==> config.mk <==
export PLATFORM = sky130hd
export DESIGN_NAME = reg_block_streamer
export DESIGN_NICKNAME = d
export VERILOG_FILES = /design/src/rtl/reg_stream_pkg.sv /design/src/rtl/reg_stream_fifo.sv /design/src/rtl/reg_block_streamer.sv
export SDC_FILE = /design/constraint.sdc
export NUM_CORES = 1
export LEC_CHECK = 0
export ABC_CLOCK_PERIOD_IN_PS = 3500
export BUFFER_PORTS_ARGS = -buffer_cell sky130_fd_sc_hd__buf_2
export CAP_MARGIN = 15
export CORE_MARGIN = 2
export CORE_UTILIZATION = 60
export CTS_BUF_LIST = sky130_fd_sc_hd__clkbuf_4 sky130_fd_sc_hd__clkbuf_8
export CTS_CLUSTER_SIZE = 16
export DETAILED_ROUTE_END_ITERATION = 16
export PLACE_DENSITY = 0.81
export RECOVER_POWER = 100
export SYNTH_ARGS = -nofsm -noshare
export SYNTH_HDL_FRONTEND = slang
export SYNTH_SLANG_ARGS = --single-unit
==> constraint.sdc <==
create_clock -name clk -period 3.5 [get_ports clk]
set_input_delay 0.7 -clock clk [delete_from_list [all_inputs] [get_ports clk]]
set_output_delay 0.7 -clock clk [all_outputs]
set_load 0.005 [all_outputs]
==> src/rtl/reg_stream_pkg.sv <==
// Shared types and constants for the register-block streamer.
package reg_stream_pkg;

    localparam int NB_MAX = 64;
    localparam int DW     = 32;

    typedef enum logic [1:0] {
        IDLE,
        ISSUE,
        DRAIN,
        DONE
    } state_t;

    typedef struct packed {
        logic       is_idx;
        logic [5:0] idx;
        logic       last;
    } slot_t;

endpackage

==> src/rtl/reg_stream_fifo.sv <==
// Synchronous FIFO for the streamer output: data + last, with occupancy count.
module reg_stream_fifo #(
    parameter  int DEPTH = 4,
    parameter  int DW    = 32,
    localparam int PW    = $clog2(DEPTH),
    localparam int CW    = PW + 1
) (
    input  logic          clk_i,
    input  logic          rst_i,
    input  logic          wr_en_i,
    input  logic [DW-1:0] wr_data_i,
    input  logic          wr_last_i,
    input  logic          rd_en_i,
    output logic          rd_valid_o,
    output logic [DW-1:0] rd_data_o,
    output logic          rd_last_o,
    output logic [CW-1:0] count_o
);

    logic [DW:0]   mem_q [DEPTH];
    logic [PW-1:0] wp_q;
    logic [PW-1:0] rp_q;
    logic [CW-1:0] cnt_q;
    logic          pop;

    assign pop = rd_en_i && (cnt_q != '0);

    always_ff @(posedge clk_i) begin
        if (rst_i) begin
            wp_q  <= '0;
            rp_q  <= '0;
            cnt_q <= '0;
        end else begin
            if (wr_en_i) wp_q <= wp_q + PW'(1);
            if (pop)     rp_q <= rp_q + PW'(1);
            cnt_q <= cnt_q + CW'(wr_en_i) - CW'(pop);
        end
    end

    // Storage needs no reset; the count gates what is visible.
    always_ff @(posedge clk_i) begin
        if (wr_en_i) mem_q[wp_q] <= {wr_last_i, wr_data_i};
    end

    assign rd_valid_o             = (cnt_q != '0);
    assign {rd_last_o, rd_data_o} = rd_valid_o ? mem_q[rp_q] : '0;
    assign count_o                = cnt_q;

endmodule

==> src/rtl/reg_block_streamer.sv <==
// Reads N register blocks from table BRAM and emits them as one AXI-Stream frame.
module reg_block_streamer
    import reg_stream_pkg::*;
#(
    parameter int NREG       = 10,
    parameter int MEM_LAT    = 2,
    parameter int AW         = 10,
    parameter int FIFO_DEPTH = 4
) (
    input  logic          clk,
    input  logic          rst,
    input  logic          start,
    input  logic [5:0]    first_blk,
    input  logic [6:0]    nblk,
    output logic          busy,
    output logic          done,
    output logic          mem_en,
    output logic [AW-1:0] mem_addr,
    input  logic [DW-1:0] mem_dout,
    output logic          m_axis_tvalid,
    input  logic          m_axis_tready,
    output logic [DW-1:0] m_axis_tdata,
    output logic          m_axis_tlast
);

    localparam int CW = $clog2(FIFO_DEPTH) + 1;
    localparam int JW = $clog2(NREG + 1);

    state_t        state_q, state_d;
    logic [5:0]    blk_q, blk_d;
    logic [6:0]    left_q, left_d;
    logic [JW-1:0] j_q, j_d;

    logic [MEM_LAT-1:0] pv_q;
    slot_t              pt_q [MEM_LAT];

    logic [CW-1:0] fcnt;
    logic [CW-1:0] infl;
    logic [CW:0]   occ;
    logic          credit;
    logic          issue;
    slot_t         slot;
    logic          hs_last;
    slot_t         tail;
    logic [DW-1:0] wr_data;

    always_comb begin
        infl = '0;
        for (int i = 0; i < MEM_LAT; i++) infl = infl + CW'(pv_q[i]);
    end

    // Credits cover both the FIFO contents and every read still in flight.
    assign occ     = {1'b0, infl} + {1'b0, fcnt};
    assign credit  = occ < (CW+1)'(FIFO_DEPTH);
    assign hs_last = m_axis_tvalid && m_axis_tready && m_axis_tlast;

    always_comb begin
        state_d  = state_q;
        blk_d    = blk_q;
        left_d   = left_q;
        j_d      = j_q;
        issue    = 1'b0;
        mem_en   = 1'b0;
        mem_addr = '0;
        slot     = '0;
        unique case (state_q)
            IDLE: begin
                if (start) begin
                    blk_d   = first_blk;
                    left_d  = nblk;
                    j_d     = '0;
                    state_d = (nblk == 7'd0) ? DONE : ISSUE;
                end
            end
            ISSUE: begin
                if (credit) begin
                    issue       = 1'b1;
                    slot.is_idx = (j_q == '0);
                    slot.idx    = blk_q;
                    slot.last   = (left_q == 7'd1) && (j_q == JW'(NREG));
                    if (j_q != '0) begin
                        mem_en   = 1'b1;
                        mem_addr = AW'(blk_q) * AW'(NREG) + AW'(j_q - JW'(1));
                    end
                    if (j_q == JW'(NREG)) begin
                        j_d    = '0;
                        blk_d  = blk_q + 6'd1;
                        left_d = left_q - 7'd1;
                        if (left_q == 7'd1) state_d = DRAIN;
                    end else begin
                        j_d = j_q + JW'(1);
                    end
                end
            end
            DRAIN: begin
                if (hs_last) state_d = DONE;
            end
            DONE: begin
                state_d = IDLE;
            end
        endcase
    end

    always_ff @(posedge clk) begin
        if (rst) begin
            state_q <= IDLE;
            blk_q   <= '0;
            left_q  <= '0;
            j_q     <= '0;
            pv_q    <= '0;
        end else begin
            state_q <= state_d;
            blk_q   <= blk_d;
            left_q  <= left_d;
            j_q     <= j_d;
            pv_q[0] <= issue;
            for (int i = 1; i < MEM_LAT; i++) pv_q[i] <= pv_q[i-1];
        end
    end

    always_ff @(posedge clk) begin
        pt_q[0] <= slot;
        for (int i = 1; i < MEM_LAT; i++) pt_q[i] <= pt_q[i-1];
    end

    assign tail    = pt_q[MEM_LAT-1];
    assign wr_data = tail.is_idx ? {26'b0, tail.idx} : mem_dout;

    reg_stream_fifo #(
        .DEPTH (FIFO_DEPTH),
        .DW    (DW)
    ) u_fifo (
        .clk_i      (clk),
        .rst_i      (rst),
        .wr_en_i    (pv_q[MEM_LAT-1]),
        .wr_data_i  (wr_data),
        .wr_last_i  (tail.last),
        .rd_en_i    (m_axis_tready),
        .rd_valid_o (m_axis_tvalid),
        .rd_data_o  (m_axis_tdata),
        .rd_last_o  (m_axis_tlast),
        .count_o    (fcnt)
    );

    assign busy = (state_q != IDLE);
    assign done = (state_q == DONE);

endmodule

### After elaboration in Yosys (flattened, before gate mapping)

Memories as Yosys holds them, arrays and structs flattened. A register that Yosys moved wholly into a read port is not among the register bits.
Cells that the tools add are included.

| storage, ports and cells | value |
|---|---|
| register bits after elaboration | 28 |
| bits in latches | 0 |
| RAM bits | 148 |
| ROM bits | 0 |
| bits of input ports | 49 |
| output and inout bits | 47 |
| logic and storage cells | 83 |
| memories | 2 |

| operators by class | value |
|---|---|
| add/subtract/negate cells | 11 |
| $mul | 1 |
| div/mod/pow operators | 0 |
| order comparisons | 1 |
| equality and inequality tests | 10 |
| shift-type cells | 0 |
| mux-type cells | 34 |
| bitwise operators | 1 |
| reduce and logical (&&, ||, !) cells | 14 |

Memory list:

| name | words | width | read ports | clocked after Yosys merged registers in | write ports | line | RTL |
|---|---|---|---|---|---|---|---|
| u_fifo.mem_q | 4 | 33 | 1 | 1 | 1 | reg_stream_fifo.sv:20 | `logic [DW:0] mem_q [DEPTH];` |
| pt_q | 2 | 8 | 2 | 0 | 2 | reg_block_streamer.sv:35 | `slot_t pt_q [MEM_LAT];` |

Operators with widths:

| cell | number |
|---|---|
| 33-bit two-way mux | 1 |
| 32-bit two-way mux | 1 |
| 10-bit two-way mux | 3 |
| 7-bit two-way mux | 3 |
| 6-bit two-way mux | 3 |
| 2-bit two-way mux | 8 |
| 8-bit two-way mux | 2 |
| 7-bit one-hot mux with 2 select lines | 1 |
| 4-bit two-way mux | 3 |
| 6-bit one-hot mux with 2 select lines | 1 |
| 10-bit adder | 1 |
| 2-bit inequality test (second input constant) | 5 |
| 6-bit by 3-bit multiplier with 9-bit output (second input constant) | 1 |
| 2-bit one-hot mux with 4 select lines | 1 |
| 4-bit one-hot mux with 2 select lines | 1 |
| 7-bit by 1-bit == test with 1-bit output (second input constant) | 1 |
| 7-bit zero test | 1 |
| 7-bit by 1-bit subtractor with 7-bit output (second input constant) | 1 |
| 6-bit by 1-bit adder with 6-bit output (second input constant) | 1 |
| 1-bit two-way mux | 6 |
| 5-bit AND reduction | 1 |
| 4-bit by 1-bit subtractor with 5-bit output (second input constant) | 1 |
| 2-bit by 1-bit adder with 2-bit output (second input constant) | 2 |
| 2-bit by 3-bit adder with 4-bit output | 1 |
| other kinds (18) | 22 |

### Logic depth before layout (Yosys ltp)

Gate-level depths: netlist of the first run.

| depth | value |
|---|---|
| depth in word-level cells | 5 |
| mapped depth | 11 |
| mapped depth without buffers | 11 |

### Cells and area by module

A second synthesis of the first run with hierarchy kept.

| second synthesis, totals | value |
|---|---|
| cells, all modules | 568 |
| area total of the unflattened synthesis | 8,241.7 um^2 |

Modules (own cells, without submodules):

| module | instances | cells an instance | area an instance (um^2) | sequential area each (um^2) |
|---|---|---|---|---|
| reg_stream_fifo | 1 | 254 | 5,496.5 | 4,144.0 |
| reg_block_streamer | 1 | 314 | 2,745.1 | 740.7 |

### Least setup slack after synthesis of the first run

OpenSTA, ideal clock, no wires.

| timing path | value |
|---|---|
| path type | register to output |
| from | reg blk_q[1] |
| to | out mem_addr[9] |
| arrival time | 2.472 ns |
| data required time | 2.800 ns |
| slack | 0.328 ns |
| stages on the path, launching flop included | 11 |
| path buffers | 0 |
| path through | dfxtp_1 -> ha_1 -> ha_1 -> fa_1 -> a21o_1 -> a21oi_1 -> xnor2_1 -> ha_1 -> a21oi_1 -> a21oi_1 -> nor3b_1 |

| on the way | value |
|---|---|
| word-level cells in the longest chain between the ends | 5 |

Ends and longest elaborated chain:

| what | line | RTL |
|---|---|---|
| from (decl) | reg_block_streamer.sv:30 | `logic [5:0] blk_q, blk_d;` |
| from (signal assigned) | reg_block_streamer.sv:113 | `blk_q <= blk_d;` |
| 6-bit by 3-bit multiplier with 9-bit output | reg_block_streamer.sv:83 | `mem_addr = AW'(blk_q) * AW'(NREG) + AW'(j_q - JW'(1));` |
| 10-bit adder | reg_block_streamer.sv:83 |  |
| 10-bit two-way mux | reg_block_streamer.sv:81 | `if (j_q != '0) begin` |
| 10-bit two-way mux | reg_block_streamer.sv:76 | `if (credit) begin` |
| 10-bit two-way mux | reg_block_streamer.sv:66 | `unique case (state_q)` |
| to (decl) | reg_block_streamer.sv:18 | `output logic [AW-1:0] mem_addr,` |

Every way passes these cells.

### Worst setup path in the final report of the first run

| timing path | value |
|---|---|
| from | reg blk_q[3] |
| to | out mem_addr[9] |

The elaborated chain is that of the path after synthesis.

==> results of run 1 <==
-- cells in the mapped netlist (5+ instances only) --
cell type  count
nand3b_1       5
nor2_1        30
clkbuf_1      16
mux2_2         6
mux4_2        33
and3_1         8
edfxtp_1     132
a32o_1         9
xor2_1         5
ha_1          36
a21oi_1        9
inv_1         22
and2_1        38
xnor2_1        9
o21ai_0       12
nand2_1       22
nor2b_1       29
a21o_1         6
nand3_1       13
dfxtp_1       46
-- cells in the final DEF, fill, tap and decap left out, types with 4 or more instances in the layout --
master / synthesis / layout
a211oi_1: 4 / 4
a21o_1: 6 / 6
a21oi_2: 1 / 7
a32o_1: 9 / 9
and2_0: 0 / 14
and2_1: 38 / 26
and3_1: 8 / 8
buf_2: 4 / 90
buf_4: 0 / 11
clkbuf_1: 16 / 7
clkbuf_8: 0 / 18
dfxtp_1: 46 / 37
dfxtp_2: 0 / 6
edfxtp_1: 132 / 132
ha_1: 36 / 28
ha_4: 0 / 6
inv_1: 22 / 22
mux2_1: 0 / 6
mux2i_1: 4 / 4
mux4_2: 33 / 33
nand2_1: 22 / 22
nand3_1: 13 / 13
nand3b_1: 5 / 5
nor2_1: 30 / 28
nor2b_1: 29 / 28
nor3_1: 4 / 4
o21ai_0: 12 / 9
o21ai_1: 1 / 4
xnor2_1: 9 / 8
xor2_1: 5 / 4
-- registers in the layout, indices dropped and copies added, names as in the netlist, 3 cells and up, named ones only --
| signal | flops |
|---|---|
| pt_q | 16 |
| blk_q | 6 |
| left_q | 7 |
| u_fifo.count_o | 3 |
| j_q | 4 |
| u_fifo.mem_q | 132 |
-- final cells by class --
type / instances / area (um^2)
flip-flops and latches: 178 / 4900
fillers: 856 / 3780
multi-input cells: 335 / 3140
repair buffers: 110 / 584
clock buffers: 21 / 270
well taps: 176 / 220
clock inverters: 11 / 153
inverters: 23 / 86.3
diodes: 1 / 2.50
-- power groups by stage --
stage / Clock [mW] / Sequential (mW) / Combinational [mW]
2_1_floorplan: 0 / 2.63 / 1.64
3_3_place_gp: 0 / 2.73 / 2.10
3_5_place_dp: 0 / 2.75 / 2.19
4_1_cts: 1.48 / 2.71 / 2.29
5_1_grt: 1.55 / 2.74 / 2.75
6_report: 1.46 / 2.71 / 2.51
-- metrics by stage --
stage          worst slack (ns)  hold slack (ns)  setup TNS, ns   util  cell area [um^2]
4_1_cts                  -0.116            0.332         -0.148  0.703              9240
5_1_grt                  -0.235            0.336         -0.444  0.712              9350
2_1_floorplan             0.328            0.310              0      -              8030
3_5_place_dp              0.166            0.314              0  0.664              8720
6_report                -0.0549            0.329        -0.0549  0.712              9360
3_3_place_gp              0.297            0.310              0  0.664              8720
-- kinds of logic after synthesis --
| group | Yosys count | share of synthesized area |
|---|---|---|
| AO/OA/AOI/OAI | 74 | 0.0726 |
| XOR/XNOR | 14 | 0.0153 |
| adder cells (fa/ha/maj) | 39 | 0.0636 |
| buffers and inverters | 44 | 0.0212 |
| flip-flops | 178 | 0.609 |
| multiplexers | 43 | 0.106 |
| AND/OR/NAND/NOR | 165 | 0.113 |
-- worst paths after layout --
path	startpoint	to	slack [ns]	cells past startpoint
setup / recovery	blk_q[3]$_SDFFE_PP0P_	mem_addr[9]	-0.05	11
hold / removal	pt_q[0][0]$_SDFF_PP0_	pt_q[0][8]$_DFF_P_	0.33	0
setup reg to reg	u_fifo.count_o[1]$_SDFF_PP0_	u_fifo.count_o[2]$_SDFF_PP0_	0.24	10
hold reg to reg	pt_q[0][0]$_SDFF_PP0_	pt_q[0][8]$_DFF_P_	0.33	0
-- what timing repair did --
action / in CTS / in global routing
setup endpoints to repair: 4 / 4
endpoints found under the hold margin: 0 / 0
pin swaps: 6 / 20
gates resized for setup: 21 / 24
buffers inserted: 1 / 5
-- routing by layer --
metal / vias to the layer above / track usage / part of all wire
met5: - / 0 / 0
met4: 0 / 0.0838 / 0.022
met3: 34 / 0.0528 / 0.061
met2: 207 / 0.396 / 0.51
met1: 2505 / 0.280 / 0.40
li1: 2309 / - / -
==> results_dict.tcl, run 1 <==
set metrics [dict create \
    clk_pin_slew_ns 0.09 \
    grt_max_degree 37 \
    hpwl_mm 10.0 \
    vdd_ir_drop_max_uv 572 \
    cp_max_fo 4 \
    cts_root_buf "clkbuf_8" \
    area_delta_synth_final_pct 16.6 \
    cts_tree "yes" \
    synth_area_um2 8030 \
    rsz0062_at_grt "true" \
    firstDrtPassIters 5 \
    clock-skew-final_ns 0.0110 \
    synthDistinctLibCells 63 \
    synth_nets 645 \
    power_density_nw_per_um2 714 \
    row_count 42 \
    critPathLaunchType "flip-flop" \
    setup_viol 1 \
    yosys.area.top_type_share 0.494 \
    nets 753 \
    cp_common_cell "a21oi_2" \
    wl_per_cell_um 18.5 \
    setup_ws_ns -0.0549 \
    vias 5055 \
    max_slew_margin -0.701 \
    cts_buffer_depth 2 \
    ys_seq_elements 178 \
    grt.total_usage 0.228 \
    drt_iter0_markers 391 \
    switchingPower_mw 2.20 \
    slowest_delay_ns 0.35 \
    combPwrFrac 0.376 \
    die_width_um 120 \
    overflow 0 \
    dieArea_um2 14300 \
    synthArstFlopShare 0 \
    worst_pin_slew_ns 2.55 \
    cp_num_buf_inv 1 \
    clkLatencyLatePin_ns 0.46 \
    cp-end-kind "output pin" \
    drc 0 \
    fmax_mhz 281 \
    crit_arrival_ns 2.85 \
    maxCapViolCount 5 \
    hp-class "reg -> reg" \
    netSwitchingFraction 0.329 \
    numClockSinks 178 \
    path_delay_family "adder cells" \
    p_leak_nw 3.47 \
    wl_mm 15.8 \
    grt_pass1_vias 5006 \
    die_y_um 120 \
    io_buffers 95 \
    hold_viol 0 \
    slowest_stage "dfxtp_2" \
    path_cells "ha_4 > ha_4 > fa_2 > a21o_1 > a21oi_2 > xnor2_2 > ha_1 > a21oi_2 > a21oi_2 > nor3b_2 > buf_2" \
    synth_area_leaders "edfxtp_1, dfxtp_1, mux4_2" \
    drv_slew 136 \
    worstSetupPathType "reg -> out" \
    viasPerCell 5.91 \
    dp_cells 816 \
    power_mw 6.68 \
    ys_seq_area_frac 0.609 \
    min_period_ns 3.55 \
    place_congestion 0.861 \
    yosys_warnings 0 \
    clock_power_share 0.218 \
    violations "max-capacitance violations, max-slew violations, negative setup slack" \
    post-route-period-util 1.02 \
    ios 96 \
    synthCells 557 \
    cts_buffers 17 \
    share_seq_of_total_power 0.406 \
    synth_enable_flop_cells 132 \
    synth_ff_type "edfxtp_1" \
    postCtsHoldBufs 0 \
    instances_no_fill 855 \
    syn_area_per_cell_um2 14.4 \
    required_ns 2.80 \
    htree_num_levels 4 \
    antenna_found_initial 1 \
    drive_gt1_frac 0.310 \
    outcome "complete, but fails checks" \
    start_util 0.611 \
    fp.coreArea_um2 13100 \
    synth_top_cell_by_area "edfxtp_1" \
    internal_power_mw 4.48 \
    grt_first_pass_wirelength_mm 24.8 \
    ant_nets 0 \
]
Note: power is estimated with default switching activity, not from simulation.
==> run 2: changes to the inputs <==
RECOVER_POWER = unset   (was 100)
==> results_dict.tcl, run 2 (synthesis gave the netlist of run 1 again) <==
set metrics [dict create \
    overflow 0 \
    hold_viol 0 \
    worst_pin_slew_ns 0.925 \
    viasPerCell 5.88 \
    internal_power_mw 4.51 \
    drv_slew 0 \
    grt_max_degree 37 \
    reg.largest.list "u_fifo.mem_q: 132 flops, pt_q: 16 flops, left_q: 7 flops" \
    p_leak_nw 3.51 \
    vdd_ir_drop_max_uv 572 \
    setup_viol 1 \
    combPwrFrac 0.379 \
    drc 0 \
    ant_nets 0 \
    wl_per_cell_um 18.5 \
    area_delta_synth_final_pct 16.9 \
    maxCapViolCount 0 \
    cts_root_buf "clkbuf_8" \
    fp.coreArea_um2 13100 \
    worstSetupPathType "reg -> out" \
    die_y_um 120 \
    power_density_nw_per_um2 714 \
    postCtsHoldBufs 0 \
    hpwl_mm 10.0 \
    drive_gt1_frac 0.336 \
    dieArea_um2 14300 \
    outcome "complete, but fails checks" \
    vias 5029 \
    required_ns 2.80 \
    numClockSinks 178 \
    clk_pin_slew_ns 0.09 \
    dp_cells 816 \
    max_slew_margin 0.383 \
    place_congestion 0.861 \
    hp-class "reg -> reg" \
    start_util 0.611 \
    cts_buffers 17 \
    nets 753 \
    die_width_um 120 \
    cts_tree "yes" \
    clock_power_share 0.217 \
    postLayoutCoreUtil 0.714 \
    power_mw 6.70 \
    netSwitchingFraction 0.327 \
    wl_mm 15.8 \
    firstDrtPassIters 4 \
    clkLatencyLatePin_ns 0.45 \
    cts_buffer_depth 2 \
    grt.total_usage 0.228 \
    row_count 42 \
    post-route-period-util 1.01 \
    dpl_worst_slack_ns 0.166 \
    antenna_found_initial 1 \
    setup_ws_ns -0.0500 \
    ios 96 \
    cp-end-kind "output pin" \
    grt_pass1_vias 5006 \
    drt_iter0_markers 393 \
    switchingPower_mw 2.19 \
    holdWs_ns 0.329 \
    instances_no_fill 855 \
    nFillCells 847 \
    io_buffers 95 \
    fmax_mhz 282 \
    min_period_ns 3.55 \
    rsz0062_at_grt "true" \
    largest_register_ffs 132 \
    htree_num_levels 4 \
    largest-register "u_fifo.mem_q" \
    layout_common_cells "edfxtp_1, buf_2, dfxtp_1, and2_1, mux4_2" \
    critPathLaunchType "flip-flop" \
    mostFrequentLayoutCell "edfxtp_1" \
    violations "negative setup slack" \
    grt_first_pass_wirelength_mm 24.8 \
    clock-skew-final_ns 0.0112 \
    crit_arrival_ns 2.85 \
    cp_max_fo 4 \
    share_seq_of_total_power 0.404 \
]
run 2: cell types whose count changed in the layout (fill, tap and decap cells not counted), moves of 3 or more:
cell,previous run,this run
and2_0,14,0
and2_1,26,36
and2_2,1,5
buf_2,90,95
buf_4,11,14
clkbuf_1,7,0
mux2_1,6,0
mux2_2,0,6
run 2: power groups by stage:
stage	combinational [mW]	clock (mW)	sequential [mW]
after CTS	2.29	1.48	2.71
after global placement	2.10	0	2.73
after detailed placement	2.19	0	2.75
after floorplan	1.64	0	2.63
final	2.54	1.45	2.71
after global routing	2.79	1.55	2.74
run 2: final timing paths:
kind | startpoint | to | slack [ns] | cells after the start
setup reg to reg | u_fifo.count_o[1]$_SDFF_PP0_ | u_fifo.count_o[2]$_SDFF_PP0_ | 1.01 | 10
hold / removal | pt_q[0][0]$_SDFF_PP0_ | pt_q[0][8]$_DFF_P_ | 0.33 | 0
hold reg to reg | pt_q[0][0]$_SDFF_PP0_ | pt_q[0][8]$_DFF_P_ | 0.33 | 0
setup / recovery | blk_q[3]$_SDFFE_PP0P_ | mem_addr[9] | -0.05 | 11
run 2: routing by layer:
layer | track usage | up-vias | part of all wire
li1 | - | 2305 | -
met1 | 0.280 | 2498 | 0.40
met2 | 0.396 | 199 | 0.52
met3 | 0.0528 | 27 | 0.061
met4 | 0.0838 | 0 | 0.018
met5 | 0 | - | 0
run 2: timing repair:
action	4_1_cts	5_1_grt
pin swaps	6	20
gates resized for setup	21	24
setup endpoints to repair	4	4
setup buffers	1	5
gates cloned	0	0
run 2: stage by stage:
| stage | setup TNS (ns) | instance area, um^2 |
|---|---|---|
| final | -0.0500 | 9380 |
| after global routing | -0.387 | 9380 |
| after CTS | -0.148 | 9240 |
| after detailed placement | 0 | 8720 |
| after global placement | 0 | 8720 |
| after floorplan | 0 | 8030 |
run 2: cell type report:
class	instances	area (um^2)	share of cell area
flip-flops and latches	178	4900	0.523
multi-input cells	335	3150	0.335
repair buffers	110	601	0.0640
clock buffers	21	270	0.0288
well taps	176	220	0.0235
clock inverters	11	153	0.0163
inverters	23	86.3	0.00920
diodes	1	2.50	0.000267
run 2: worst max-delay path: stages, from the launching register on:
cell	delay [ns]
dfxtp_2	0.34
ha_4	0.24
ha_4	0.16
fa_2	0.34
a21o_1	0.17
a21oi_2	0.16
xnor2_2	0.08
ha_1	0.35
a21oi_2	0.18
a21oi_2	0.08
nor3b_2	0.16
buf_2	0.12
